`src/rtl/otp_pkg.sv`:
```
// Shared types and defaults for the one-time-pad stream cipher.
// OTP_STRICT_KEY_EN adds the HALT state for strict no-reuse keys.
package otp_pkg;

  localparam int DATA_W_DEF    = 8;
  localparam int KEY_DEPTH_DEF = 8;

  typedef enum logic [1:0] {
    ST_IDLE  = 2'd0,
    ST_RUN   = 2'd1,
    ST_DRAIN = 2'd2
`ifdef OTP_STRICT_KEY_EN
    ,
    ST_HALT  = 2'd3
`endif
  } state_t;

endpackage

```
`src/rtl/otp_key_ram.sv`:
```
// Key symbol store: append-only write port, async read, fill count.
// Contents are not reset; only the count is.
module otp_key_ram
  import otp_pkg::*;
#(
  parameter int  DATA_W    = DATA_W_DEF,
  parameter int  KEY_DEPTH = KEY_DEPTH_DEF,
  localparam int CNT_W     = $clog2(KEY_DEPTH + 1),
  localparam int AW        = (KEY_DEPTH > 1) ?
                             $clog2(KEY_DEPTH) : 1
) (
  input  logic              clk,
  input  logic              rst_n,
  input  logic              wr,
  input  logic              clr,
  input  logic [DATA_W-1:0] wr_data,
  input  logic [AW-1:0]     rd_addr,
  output logic [DATA_W-1:0] rd_data,
  output logic [CNT_W-1:0]  count
);

  logic [DATA_W-1:0] mem [KEY_DEPTH];
  logic              full;
  logic              push;

  assign full    = (count == CNT_W'(KEY_DEPTH));
  assign push    = wr && !clr && !full;
  assign rd_data = mem[rd_addr];

  always_ff @(posedge clk or negedge rst_n) begin
    if (!rst_n) begin
      count <= '0;
    end else if (clr) begin
      count <= '0;
    end else if (push) begin
      count <= count + CNT_W'(1);
    end
  end

  always_ff @(posedge clk) begin
    if (push) begin
      mem[count[AW-1:0]] <= wr_data;
    end
  end

endmodule

```
`src/rtl/otp_stream_cipher.sv`:
```
// XOR stream cipher with a loadable key store and valid/ready streams.
// OTP_STRICT_KEY_EN halts instead of wrapping the key.
module otp_stream_cipher
  import otp_pkg::*;
#(
  parameter int  DATA_W    = DATA_W_DEF,
  parameter int  KEY_DEPTH = KEY_DEPTH_DEF,
  localparam int CNT_W     = $clog2(KEY_DEPTH + 1),
  localparam int AW        = (KEY_DEPTH > 1) ?
                             $clog2(KEY_DEPTH) : 1
) (
  input  logic              clk,
  input  logic              rst_n,
  input  logic              key_wr,
  input  logic [DATA_W-1:0] key_data,
  input  logic              key_clr,
  input  logic              start,
  input  logic              stop,
  input  logic              in_valid,
  output logic              in_ready,
  input  logic [DATA_W-1:0] in_data,
  output logic              out_valid,
  input  logic              out_ready,
  output logic [DATA_W-1:0] out_data,
  output logic              busy,
  output logic [CNT_W-1:0]  key_count,
  output logic              key_exhausted
);

  state_t            state;
  state_t            state_nx;
  logic [AW-1:0]     ptr;
  logic [DATA_W-1:0] key_sym;
  logic              idle;
  logic              go;
  logic              accept;
  logic              last;

  assign idle     = (state == ST_IDLE);
  assign busy     = !idle;
  assign go       = idle && start && (key_count != '0);
  assign in_ready = (state == ST_RUN) &&
                    (!out_valid || out_ready);
  assign accept   = in_valid && in_ready;
  assign last     = (CNT_W'(ptr) ==
                     key_count - CNT_W'(1));

  otp_key_ram #(
    .DATA_W    (DATA_W),
    .KEY_DEPTH (KEY_DEPTH)
  ) u_key_ram (
    .clk     (clk),
    .rst_n   (rst_n),
    .wr      (idle && key_wr),
    .clr     (idle && key_clr),
    .wr_data (key_data),
    .rd_addr (ptr),
    .rd_data (key_sym),
    .count   (key_count)
  );

  always_ff @(posedge clk or negedge rst_n) begin
    if (!rst_n) begin
      state <= ST_IDLE;
    end else begin
      state <= state_nx;
    end
  end

  always_comb begin
    state_nx = state;
    unique case (state)
      ST_IDLE: begin
        if (go) state_nx = ST_RUN;
      end
      ST_RUN: begin
`ifdef OTP_STRICT_KEY_EN
        if (accept && last) state_nx = ST_HALT;
        else if (stop)      state_nx = ST_DRAIN;
`else
        if (stop) state_nx = ST_DRAIN;
`endif
      end
      ST_DRAIN: begin
        if (!out_valid) state_nx = ST_IDLE;
      end
`ifdef OTP_STRICT_KEY_EN
      // Leave through DRAIN so a pending output still gets delivered.
      ST_HALT: begin
        if (stop) state_nx = ST_DRAIN;
      end
`endif
      default: state_nx = ST_IDLE;
    endcase
  end

  always_ff @(posedge clk or negedge rst_n) begin
    if (!rst_n) begin
      ptr <= '0;
    end else if (go) begin
      ptr <= '0;
    end else if (accept) begin
      ptr <= last ? '0 : ptr + AW'(1);
    end
  end

  always_ff @(posedge clk or negedge rst_n) begin
    if (!rst_n) begin
      out_valid <= 1'b0;
      out_data  <= '0;
    end else if (accept) begin
      out_valid <= 1'b1;
      out_data  <= in_data ^ key_sym;
    end else if (out_ready) begin
      out_valid <= 1'b0;
    end
  end

`ifdef OTP_STRICT_KEY_EN
  always_ff @(posedge clk or negedge rst_n) begin
    if (!rst_n) begin
      key_exhausted <= 1'b0;
    end else if (idle && (start || key_clr)) begin
      key_exhausted <= 1'b0;
    end else if (accept && last) begin
      key_exhausted <= 1'b1;
    end
  end
`else
  assign key_exhausted = 1'b0;
`endif

endmodule

```
`config.mk`:
```
export PLATFORM = sky130hd
export DESIGN_NAME = otp_stream_cipher
export DESIGN_NICKNAME = d
export VERILOG_FILES = /design/src/rtl/otp_pkg.sv /design/src/rtl/otp_key_ram.sv /design/src/rtl/otp_stream_cipher.sv
export SDC_FILE = /design/constraint.sdc
export NUM_CORES = 1
export LEC_CHECK = 0
export BUFFER_PORTS_ARGS = -buffer_cell sky130_fd_sc_hd__buf_2
export CAP_MARGIN = 10
export CELL_PAD_IN_SITES_DETAIL_PLACEMENT = 0
export CELL_PAD_IN_SITES_GLOBAL_PLACEMENT = 1
export CORE_UTILIZATION = 52
export CTS_CLUSTER_DIAMETER = 100
export DETAILED_ROUTE_END_ITERATION = 16
export GPL_TIMING_DRIVEN = 1
export HOLD_SLACK_MARGIN = 0.05
export PLACE_DENSITY_LB_ADDON = 0.1
export SLEW_MARGIN = 20
export SYNTH_ARGS = -nofsm -noshare
export SYNTH_HDL_FRONTEND = slang
export SYNTH_SLANG_ARGS = --single-unit
```
`constraint.sdc`:
```
create_clock -name clk -period 4 [get_ports clk]
set_clock_uncertainty 0.05 [all_clocks]
set_input_delay 0.6 -clock clk [delete_from_list [all_inputs] [get_ports clk]]
set_output_delay 0.6 -clock clk [all_outputs]
set_load 0.05 [all_outputs]
```
## After elaboration in Yosys (flattened, before gate mapping)

Memories as Yosys holds them, arrays and structs flattened.
Cells that the tools add are included.
Widths: inputs -> output; s select.

- $add $sub $neg: 3
- Equal/unequal tests: 7
- Mux-type cells: 13
- Bitwise gates (word level): 1
- Reduce and logical (&&, ||, !) cells: 19

Operators with widths:

| kind | count |
|---|---|
| $mux 3 | 3 |
| $logic_and 1x1->1 | 8 |
| $mux 4 | 2 |
| $xor 8x8->8 | 1 |
| $mux 2 | 3 |
| $pmux 2 s3 | 1 |
| $reduce_bool 2->1 | 3 |
| $add 4x1->4 const B | 1 |
| $eq 3x4->1 | 1 |
| $eq 4x4->1 const B | 1 |
| $logic_not 1->1 | 4 |
| $mux 1 | 4 |
| $ne 2x2->1 const B | 2 |
| $reduce_bool 4->1 | 1 |
| $sub 4x1->4 const B | 1 |
| $add 3x1->3 const B | 1 |
| $reduce_and 3->1 | 1 |
| $eq 2x1->1 const B | 1 |
| $eq 2x2->1 const B | 1 |
| $logic_not 2->1 | 1 |
| $ne 2x1->1 const B | 1 |
| $logic_or 1x1->1 | 1 |

- Register bits after elaboration: 18
- Bits in writable memories: 64
- Input port bits: 24
- Output and inout port bits: 16
- Memories kept: 1

Memories:

| memory | words | bits a word | rd ports | clocked after memory_dff | wr ports | RTL line | text |
|---|---|---|---|---|---|---|---|
| u_key_ram.mem | 8 | 8 | 1 | 0 | 1 | otp_key_ram.sv:22 | `logic [DATA_W-1:0] mem [KEY_DEPTH];` |

## Logic depth before layout (Yosys ltp)

Gate-level depths: netlist (run 1).

- Depth in word-level cells: 7
- Gate-level depth with buffers: 7

## Modules after synthesis

Synthesis (run 1) repeated with hierarchy kept, for this count alone.

- Cell total of the unflattened synthesis: 211
- Area total of the unflattened synthesis: 3553.4 µm²

By module, submodules not included:

| module | times used | cells an instance | area an instance (µm²) | sequential area each (µm²) |
|---|---|---|---|---|
| otp_key_ram | 1 | 129 | 2763.9 | 2021.9 |
| otp_stream_cipher | 1 | 82 | 789.5 | 350.3 |

## Worst setup path before layout (run 1)

Ideal clock, no wire load.

- Kind: register to register
- From: register u_key_ram.count[0]
- To: memory u_key_ram.mem[0][0] (netlist name), enable pin
- Library setup time: 383 ps
- Arrival: 2054 ps
- Data required time: 3567 ps
- Path slack: 1513 ps
- Cell stages (with the launch flop): 7
- Path buffers: 1
- Clock period less this slack: 2487 ps
- Cells stage by stage: dfrtp_1 -> buf_2 -> inv_1 -> ha_1 -> nand2_1 -> nand3b_1 -> nor3_1

- Cells in the longest elaborated chain, start to end: 5

Ends and longest elaborated chain:

| element | RTL line | text |
|---|---|---|
| start: declaration | otp_key_ram.sv:19 | `output logic [CNT_W-1:0] count` |
| start signal: assignment | otp_key_ram.sv:36 | `count <= count + CNT_W'(1);` |
| $eq 4x4->1 | otp_key_ram.sv:26 | `assign full = (count == CNT_W'(KEY_DEPTH));` |
| $logic_not 1->1 | otp_key_ram.sv:27 | `assign push = wr && !clr && !full;` |
| $logic_and 1x1->1 | otp_key_ram.sv:27 |  |
| $mux 1 | otp_key_ram.sv:41 | `if (push) begin` |
| $mux 1 (not written as such) | otp_key_ram.sv:42 | `mem[count[AW-1:0]] <= wr_data;` |
| end: declaration | otp_key_ram.sv:22 |  |

Parallel ways exist; a longest one is shown, timed or not.

## Worst setup path in the final report (run 1)

- From: register u_key_ram.count[0]
- To: memory u_key_ram.mem[1][3] (netlist name), enable pin

Same word-level chain as after synthesis.

==> run_results.csv, run 1 <==
group,metric,value,unit
power_and_ir_drop,p_total,2.29,mW
synth,syn_avg_cell_area,16.7,sq um
timing,slew_headroom,0.358,
critical_path,path_class,"reg -> reg",
critical_path,worstReg2RegStart,"u_key_ram.count[0]",
synth,ys_warn_count,0,
global_routing,grt_pass1_wl,9920,um
floorplanning,die_w,83.6,um
timing,rsz0062_at_grt,"no",
clock_network,worst_skew_pair.late_latency,340,ps
layout,final_layout_size_suffix_gt1_frac,0.249,
timing,setup_tns,0,ps
floorplanning,dieArea,6990,sq um
synth,syn_area,3460,sq um
critical_path,crit_path_end_kind,"flip-flop",
power_and_ir_drop,powerDensity,594,nW/um^2
global_routing,grt_overflow,0,
power_and_ir_drop,vdd_drop_max,0.400,mV
synth,syn_nets,236,
route,vias,1869,
layout,areaGrowthSynthToFinish,11.6,%
route,ant_nets,0,
route,drt_wl_total,6160,um
critical_path,cp.arrival,2390,ps
critical_path,reg2reg_depth,5,
power_and_ir_drop,swShare,0.352,
layout,n_fill_cell,492,
power_and_ir_drop,clockPowerShare,0.230,
critical_path,crit_required,3900,ps
floorplanning,fp.dieH,83.6,um
timing,period_minus_slack,2480,ps
layout,fin_nets,276,
clock_network,holdBufCountCts,0,
layout,final_common_cell,"edfxtp_1",
route,drt_iter0_drc,85,
run_status,outcome,"complete, no violations",
hold_path,hp-class,"in -> async",
critical_path,r2r_slack,1520,ps
global_routing,grt_pass1_vias,1845,
floorplanning,pin_count,40,
layout,mostFrequentLayoutCells,"64 x edfxtp_1, 38 x buf_2, 18 x nand2_1",
critical_path,rr_endpoint,"u_key_ram.mem[1][3]",
timing,timing.fmax,0.403,GHz
timing,slew_violations,0,
power_and_ir_drop,p_comb_frac,0.285,
synth,ys_types,33,
global_routing,antenna_found_initial,0,
clock_network,cts_resized,0,
power_and_ir_drop,p_int,1.49,mW
synth,ys_ff_latch,82,
route,vias_per_cell,5.66,
clock_network,clk_pin_slew,90,ps
synth,syn_inst,208,
layout,fin_util,0.605,
layout,antenna_cells,0,
synth,synth_area_leaders,"edfxtp_1 55%, dfrtp_1 13%, mux4_1 6.8%, mux4_2 4.6%, xor2_1 3.3%",
global_routing,grt_start_max_net_pins,23,
timing,worst_slew_pin_slew,959,ps
clock_network,numCtsBuffers,9,
critical_path,crit_path_start_kind,"flip-flop",
power_and_ir_drop,p_sw,807,uW
timing,setup_viol,0,
clock_network,cts_sinks,82,
clock_network,post_cts_buffers,0,
clock_network,cts.path.max_buffers,2,
synth,synth_top_area_share,0.555,
critical_path,worstPathMaxFanout,11,
synth,synth_seq_area_share,0.685,
floorplanning,num_rows,29,
global_routing,track_usage,0.194,
placed_design,gp_congestion,0.763,
run,max-cap-violations,0,
placed_design,hpwlAfterDp,4150,um
floorplanning,core_area,6390,sq um
power_and_ir_drop,leakage,1.45,nW
power_and_ir_drop,seq_power_share,0.486,
route,wl_per_cell,18.7,um
clock_network,root_buffer,"clkbuf_8",
timing,hold_viol_final,0,
layout,multiInputGateArea,993,sq um
timing,post-route-period-util,0.620,
placed_design,port_buffers,38,
timing,holdWs,126,ps
clock_network,h-tree-depth,3,
synth,synth_area_leader_cell,"edfxtp_1",
route,dr.pass1.iters,4,
clock_network,cts_tree,"done",
floorplanning,start_util,0.542,
layout,seq_area,2370,sq um
route,remaining_drc_errors,0,
## through the flow
stage                     setup WS, ps  cell area [sq um]  instances
after floorplan                   1510               3460        208
after global placement            1500               3690        314
after detailed placement          1410               3690        314
after CTS                         1460               3860        330
after global routing              1350               3860        330
final                             1520               3860        330
## cell usage after synthesis, drive strengths merged
library cell / n
a211oi: 1
a21oi: 1
and2: 2
buf: 8
clkbuf: 3
conb: 1
dfrtp: 18
edfxtp: 64
ha: 4
inv: 6
mux2i: 10
mux4: 16
nand2: 18
nand2b: 1
nand3: 4
nand3b: 2
nand4: 1
nor2: 10
nor2b: 1
nor3: 4
nor4b: 1
o211ai: 1
o21ai: 14
o311ai: 1
o31ai: 1
or4b: 1
xnor2: 1
xor2: 13
## worst max path at each step
stage                       startpoint             endpoint  slack (ps)
finish              u_key_ram.count[0]  u_key_ram.mem[1][3]        1520
CTS                             ptr[0]          out_data[2]        1460
floorplan           u_key_ram.count[0]  u_key_ram.mem[0][0]        1510
global placement                ptr[0]          out_data[2]        1500
detailed placement             key_clr  u_key_ram.mem[1][0]        1410
global route        u_key_ram.count[0]  u_key_ram.mem[1][1]        1350
## flip-flops by register name, summed over array words and instances (netlist names)
signal	flops
out_valid	1
u_key_ram.count	4
u_key_ram.mem	64
out_data	8
state	2
ptr	3
## power by group through the flow
stage	clock, mW	sequential, mW	combinational [mW]
after floorplan	0	1.22	0.427
after global placement	0	1.13	0.647
after detailed placement	0	1.13	0.657
after CTS	0.539	1.12	0.660
after global routing	0.575	1.13	0.708
final	0.527	1.11	0.653
## cell type report
| class | count | area share |
|---|---|---|
| inverters | 6 | 0.00583 |
| well taps | 77 | 0.0249 |
| flip-flops and latches | 82 | 0.614 |
| clock buffers | 12 | 0.0376 |
| multi-input cells | 109 | 0.257 |
| repair buffers | 40 | 0.0531 |
| clock inverters | 4 | 0.00745 |
## kinds of logic after synthesis
logic type / synth area share
DFF: 0.685
adders and majority gates: 0.0145
and+or+nand+nor: 0.0625
buffers and inverters: 0.0282
AOI/OAI and AO/OA: 0.0307
xor gates and xnor gates: 0.0354
muxes: 0.143
other: 0.00108
## critical path, cell delays in order (launching register included)
cell and delay [ps]:
dfrtp_1 550, inv_1 170, ha_1 260, nand2_1 120
nand3b_1 150, nor2_1 790
## layer usage
layer	wire length (um)	global-route usage	up-vias
met5	0	0	-
met4	89	0.0832	0
met3	216	0.0336	7
met2	2980	0.309	51
met1	2880	0.268	941
li1	-	-	870
(Power assumes the default switching activity.)
==> inputs of run 2 (changes only) <==
--- a/config.mk
+++ b/config.mk
@@ -5,11 +5,12 @@
 export SDC_FILE = /design/constraint.sdc
 export NUM_CORES = 1
 export LEC_CHECK = 0
+export ABC_AREA = 1
 export BUFFER_PORTS_ARGS = -buffer_cell sky130_fd_sc_hd__buf_2
 export CAP_MARGIN = 10
 export CELL_PAD_IN_SITES_DETAIL_PLACEMENT = 0
 export CELL_PAD_IN_SITES_GLOBAL_PLACEMENT = 1
-export CORE_UTILIZATION = 52
+export CORE_UTILIZATION = 45
 export CTS_CLUSTER_DIAMETER = 100
 export DETAILED_ROUTE_END_ITERATION = 16
 export GPL_TIMING_DRIVEN = 1
==> constraint.sdc (replaced) <==
create_clock -name clk -period 2.5 [get_ports clk]
set_clock_uncertainty 0.05 [all_clocks]
set_input_delay 0.375 -clock clk [delete_from_list [all_inputs] [get_ports clk]]
set_output_delay 0.375 -clock clk [all_outputs]
set_load 0.05 [all_outputs]
==> run 2 against run 1 <==
Net effect: register-to-register slack worse by 1200 ps; highest routed layer unchanged; largest power group unchanged; non-clock buffer count up 10; sequential share of layout area down 7.1 points.
==> run_results.csv, run 2 <==
group,metric,value,unit
clock_network,post_cts_buffers,0,
clock_network,cts.path.max_buffers,2,
layout,fin_nets,486,
power_and_ir_drop,swShare,0.409,
power_and_ir_drop,vdd_drop_max,0.545,mV
synth,ys_types,24,
power_and_ir_drop,leakage,2.11,nW
floorplanning,pin_count,40,
global_routing,grt_start_max_net_pins,35,
timing,fin_ws,293,ps
timing,worst_slew_pin_slew,588,ps
power_and_ir_drop,powerDensity,1060,nW/um^2
power_and_ir_drop,p_sw,1.90,mW
run,max-cap-violations,0,
critical_path,crit_path_start_kind,"flip-flop",
clock_network,cts_sinks,82,
clock_network,cts_tree,"done",
synth,yosysMostFrequentCell,"nand2_1",
route,drt_iter0_drc,220,
critical_path,crit_start,"u_key_ram.count[0]",
global_routing,grt_use_met2,0.322,
synth,syn_avg_cell_area,9.38,sq um
synth,ys_warn_count,0,
global_routing,use_met1,0.341,
critical_path,crit_required,2440,ps
layout,n_fill_cell,765,
synth,syn_inst,411,
hold_path,hp-class,"in -> reg",
synth,synth_seq_area_share,0.615,
critical_path,cp.arrival,2150,ps
critical_path,worstReg2RegStart,"u_key_ram.count[0]",
critical_path,worstPathMaxFanout,8,
placed_design,gp_congestion,0.903,
global_routing,track_usage,0.225,
power_and_ir_drop,p_int,2.74,mW
timing,hold_viol_final,0,
route,wl_per_cell,15.9,um
critical_path,path_class,"reg -> reg",
timing,period_minus_slack,2210,ps
clock_network,clk_pin_slew,80,ps
timing,post-route-period-util,0.883,
power_and_ir_drop,p_comb_frac,0.382,
layout,final_layout_size_suffix_gt1_frac,0.164,
global_routing,grt_use_met3,0.0491,
layout,largest_reg_flops,64,
clock_network,holdBufCountCts,1,
floorplanning,core_area,8260,sq um
route,vias_per_cell,4.85,
placed_design,port_buffers,38,
placed_design,pre_cts_ws,266,ps
global_routing,grt_overflow,0,
synth,synth_area_leader_cell,"edfxtp_1",
synth,synth_area_leaders,"edfxtp_1 50%, nand2_1 14%, dfrtp_1 12%, nand3_1 8.3%, inv_1 6.8%",
layout,seq_area,2370,sq um
route,drt_wl_total,9060,um
clock_network,numCtsBuffers,9,
clock_network,root_buffer,"clkbuf_8",
synth,netlist_top_cells_count,"141 x nand2_1, 70 x inv_1, 64 x edfxtp_1, 64 x nand3_1, 18 x dfrtp_1",
floorplanning,die_w,94.6,um
clock_network,worst_skew_pair.late_latency,350,ps
timing,setup_tns,0,ps
clock_network,h-tree-depth,3,
layout,antenna_cells,0,
route,remaining_drc_errors,0,
floorplanning,num_rows,33,
hold_path,holdCritStartpoint,"stop",
floorplanning,dieArea,8940,sq um
synth,ys_async_sr_fraction,0.220,
synth,synth_edf_count,64,
run_status,outcome,"complete, no violations",
timing,setup_viol,0,
synth,syn_nets,439,
timing,rsz0062_at_grt,"no",
global_routing,antenna_found_initial,0,
synth,syn_area,3860,sq um
layout,areaGrowthSynthToFinish,13.4,%
global_routing,grt_pass1_vias,2473,
global_routing,busiest_layer,"met1",
timing,timing.fmax,0.453,GHz
layout,mostFrequentLayoutCells,"141 x nand2_1, 70 x inv_1, 64 x nand3_1, 64 x edfxtp_1, 38 x buf_2",
synth,synth_top_area_share,0.498,
timing,slew_violations,0,
floorplanning,start_util,0.467,
power_and_ir_drop,p_total,4.63,mW
clock_network,cts_resized,0,
timing,slew_headroom,0.606,
power_and_ir_drop,clockPowerShare,0.231,
route,ant_nets,0,
power_and_ir_drop,seq_power_share,0.386,
placed_design,hpwlAfterDp,6310,um
global_routing,grt_pass1_wl,14000,um
layout,final_common_cell,"nand2_1",
route,vias,2757,
synth,ys_ff_latch,82,
route,dr.pass1.iters,4,
critical_path,crit_path_end_kind,"flip-flop",
layout,multiInputGateArea,1070,sq um
floorplanning,fp.dieH,94.6,um
synth,synth_ff_type,"edfxtp_1",
-- run 2: final cells by class --
type / instances / share of cell area
clock buffers: 12 / 0.0332
clock inverters: 4 / 0.0172
inverters: 76 / 0.0670
well taps: 105 / 0.0301
multi-input cells: 239 / 0.245
repair buffers: 50 / 0.0647
flip-flops and latches: 82 / 0.543
-- run 2: path summary, 6_finish.rpt --
| check | slack (ps) | cells past startpoint | end |
|---|---|---|---|
| max in group asynchronous | 1610 | 2 | ptr[1] |
| setup / recovery | 290 | 7 | u_key_ram.mem[3][3] |
| min in group asynchronous | 460 | 2 | ptr[2] |
| setup reg to reg | 290 | 7 | u_key_ram.mem[3][3] |
| hold / removal | 190 | 2 | state[0] |
| hold reg to reg | 430 | 2 | out_data[6] |
-- run 2: stage by stage --
stage,instances,utilization,hold WS [ps],area [sq um]
5_1_grt,568,0.529,204,4370
4_1_cts,568,0.529,185,4370
3_5_place_dp,551,0.502,313,4140
6_report,568,0.529,193,4370
3_3_place_gp,551,0.502,306,4140
2_1_floorplan,411,-,29.4,3860
-- run 2: power by group through the flow --
stage	registers (mW)	clock network, mW	logic (mW)
final	1.79	1.07	1.77
after global routing	1.81	1.16	1.98
after CTS	1.79	1.09	1.79
after detailed placement	1.82	0	1.78
after global placement	1.81	0	1.79
after floorplan	2.04	0	1.15
-- run 2: worst max-delay path: stages, from the launching register on --
cell	delay, ps
dfrtp_1	460
inv_1	150
ha_1	240
nand3_1	90
nand4_2	120
inv_2	130
nand2_1	110
nor2_1	480
-- run 2: logic make-up after synthesis --
group	Yosys count	synth area share
simple gates	223	0.246
buf+inv	90	0.108
flops	82	0.615
compound gates	8	0.0104
fa+ha+maj	4	0.0130
xor+xnor	3	0.00682
other cells	1	0.000972
-- run 2: per-layer routing --
layer | vias up | part of all wire
met5 | - | 0
met4 | 0 | 0.011
met3 | 8 | 0.054
met2 | 73 | 0.44
met1 | 1285 | 0.49
li1 | 1391 | -
==> inputs of run 3 (changes only) <==
--- a/config.mk
+++ b/config.mk
@@ -5,12 +5,11 @@
 export SDC_FILE = /design/constraint.sdc
 export NUM_CORES = 1
 export LEC_CHECK = 0
-export ABC_AREA = 1
 export BUFFER_PORTS_ARGS = -buffer_cell sky130_fd_sc_hd__buf_2
 export CAP_MARGIN = 10
 export CELL_PAD_IN_SITES_DETAIL_PLACEMENT = 0
 export CELL_PAD_IN_SITES_GLOBAL_PLACEMENT = 1
-export CORE_UTILIZATION = 45
+export CORE_UTILIZATION = 49
 export CTS_CLUSTER_DIAMETER = 100
 export DETAILED_ROUTE_END_ITERATION = 16
 export GPL_TIMING_DRIVEN = 1
==> run 3 against run 2 <==
Net effect: die area decreased by 17%; count of clock-buffer cells in the layout down 3; critical path depth shrank 1; clock power is 7% lower; final area shrank 7.8%; hold slack got worse by 24 ps; via count is 34% lower; register-to-register slack better by 99 ps; core utilization up 6.4 points; fmax is 4.7% higher.
==> run_results.csv, run 3 (same netlist as run 1, synthesis figures left out) <==
group,metric,value,unit
route,vias,1824,
layout,final_layout_size_suffix_gt1_frac,0.283,
layout,n_fill_cell,530,
timing,rsz0062_at_grt,"no",
timing,fin_ws,392,ps
timing,setup_viol,0,
critical_path,crit_required,2690,ps
critical_path,reg2reg_depth,6,
placed_design,pre_cts_ws,423,ps
route,vias_per_cell,5.05,
timing,timing.fmax,0.474,GHz
hold_path,hp-class,"in -> reg",
timing,hold_viol_final,0,
layout,final_area,4030,sq um
layout,final-instance-count-excl-fill,361,
power_and_ir_drop,leakage,1.53,nW
layout,largest_reg_flops,64,
run,max-cap-violations,0,
clock_network,h-tree-depth,3,
layout,fin_nets,288,
global_routing,grt_start_max_net_pins,23,
global_routing,track_usage,0.184,
clock_network,numCtsBuffers,9,
power_and_ir_drop,seq_power_share,0.438,
critical_path,crit_path_start_kind,"flip-flop",
clock_network,clk_pin_slew,90,ps
floorplanning,core_area,6790,sq um
timing,slew_headroom,0.650,
layout,antenna_cells,0,
power_and_ir_drop,vdd_drop_max,0.436,mV
floorplanning,dieArea,7410,sq um
power_and_ir_drop,p_comb_frac,0.303,
power_and_ir_drop,clockPowerShare,0.259,
route,ant_nets,0,
timing,slew_violations,0,
route,wl_per_cell,16.8,um
power_and_ir_drop,powerDensity,957,nW/um^2
power_and_ir_drop,p_sw,1.34,mW
placed_design,hpwlAfterDp,4080,um
clock_network,root_buffer,"clkbuf_8",
route,drt_iter0_drc,185,
critical_path,crit_chain,"inv_1 -> ha_1 -> xor2_1 -> or4b_1 -> a211oi_1 -> nor3_1",
critical_path,cpPeakStageDelay,550,ps
layout,fin_util,0.593,
floorplanning,pin_count,40,
global_routing,antenna_found_initial,0,
timing,period_minus_slack,2110,ps
clock_network,cts.path.max_buffers,2,
timing,worst_slew_pin_slew,524,ps
critical_path,cp.arrival,2290,ps
critical_path,crit_end,"ptr[2]",
placed_design,placed_cell_area,3810,sq um
global_routing,grt_overflow,0,
global_routing,grt_pass1_vias,1832,
placed_design,gp_congestion,0.793,
critical_path,crit_path_end_kind,"flip-flop",
timing,setup_tns,0,ps
critical_path,rr_endpoint,"ptr[2]",
critical_path,cp_slowest_cell,"dfrtp_1",
placed_design,port_buffers,38,
layout,multiInputGateArea,993,sq um
placed_design,dp_cells,344,
floorplanning,die_w,86.1,um
route,drt_wl_total,6060,um
timing,holdWs,170,ps
layout,final_common_cell,"edfxtp_1",
floorplanning,fp.dieH,86.1,um
critical_path,r2r_slack,390,ps
clock_network,worst_skew_pair.late_latency,360,ps
critical_path,crit_start,"u_key_ram.count[0]",
floorplanning,start_util,0.510,
clock_network,cts_tree,"done",
floorplanning,num_rows,30,
layout,areaGrowthSynthToFinish,16.3,%
global_routing,grt_pass1_wl,9650,um
route,remaining_drc_errors,0,
layout,seq_area,2370,sq um
layout,mostFrequentLayoutCells,"64 x edfxtp_1, 38 x buf_2, 18 x nand2_1, 18 x dfrtp_1, 13 x xor2_1",
clock_network,cts_sinks,82,
critical_path,path_class,"reg -> reg",
power_and_ir_drop,swShare,0.348,
route,dr.pass1.iters,4,
timing,post-route-period-util,0.843,
run_status,outcome,"complete, no violations",
power_and_ir_drop,p_total,3.86,mW
critical_path,worstReg2RegStart,"u_key_ram.count[0]",
critical_path,worstPathMaxFanout,11,
power_and_ir_drop,p_int,2.51,mW
-- run 3: routing by layer --
metal | global-route usage | part of all wire | vias to the layer above
met4 | 0.0970 | 0.020 | 0
met3 | 0.0366 | 0.045 | 9
met2 | 0.271 | 0.46 | 46
met5 | 0 | 0 | -
met1 | 0.261 | 0.48 | 875
li1 | - | - | 894
-- run 3: worst min-delay path by stage --
stage,slack [ps],cells after the start,from,endpoint
detailed placement,290,1,rst_n,state[1]
global placement,280,1,rst_n,state[1]
global route,180,2,stop,state[0]
CTS,150,2,stop,state[0]
finish,170,2,stop,state[0]
floorplan,30,0,rst_n,out_data[0]
-- run 3: cell type report --
class / instances / area share
sequential: 82 / 0.589
timing repair buffer: 52 / 0.0770
tap: 96 / 0.0298
clock buffer: 9 / 0.0307
inverter: 6 / 0.00559
multi-input combinational: 109 / 0.247
clock inverter: 7 / 0.0214
-- run 3: timing repair --
action                                 4_1_cts  5_1_grt
buffers inserted                             0        0
endpoints found under the hold margin       18        0
gates resized for setup                      0        0
hold buffers                                 1        0
-- run 3: power by group through the flow --
stage,Clock (mW),Sequential (mW),Combinational (mW)
6_report,1.00,1.69,1.17
3_3_place_gp,0,1.72,1.18
3_5_place_dp,0,1.72,1.18
2_1_floorplan,0,1.96,0.684
4_1_cts,1.03,1.69,1.19
5_1_grt,1.08,1.70,1.29
-- run 3: worst max-delay path: cells and delay by family, from the launching register on --
family	cells	cell delay, ps
DFF	1	550
and+or+nand+nor	2	580
AOI/OAI and AO/OA	1	250
buffers and inverters	1	170
adders and majority gates	1	240
xor gates and xnor gates	1	170
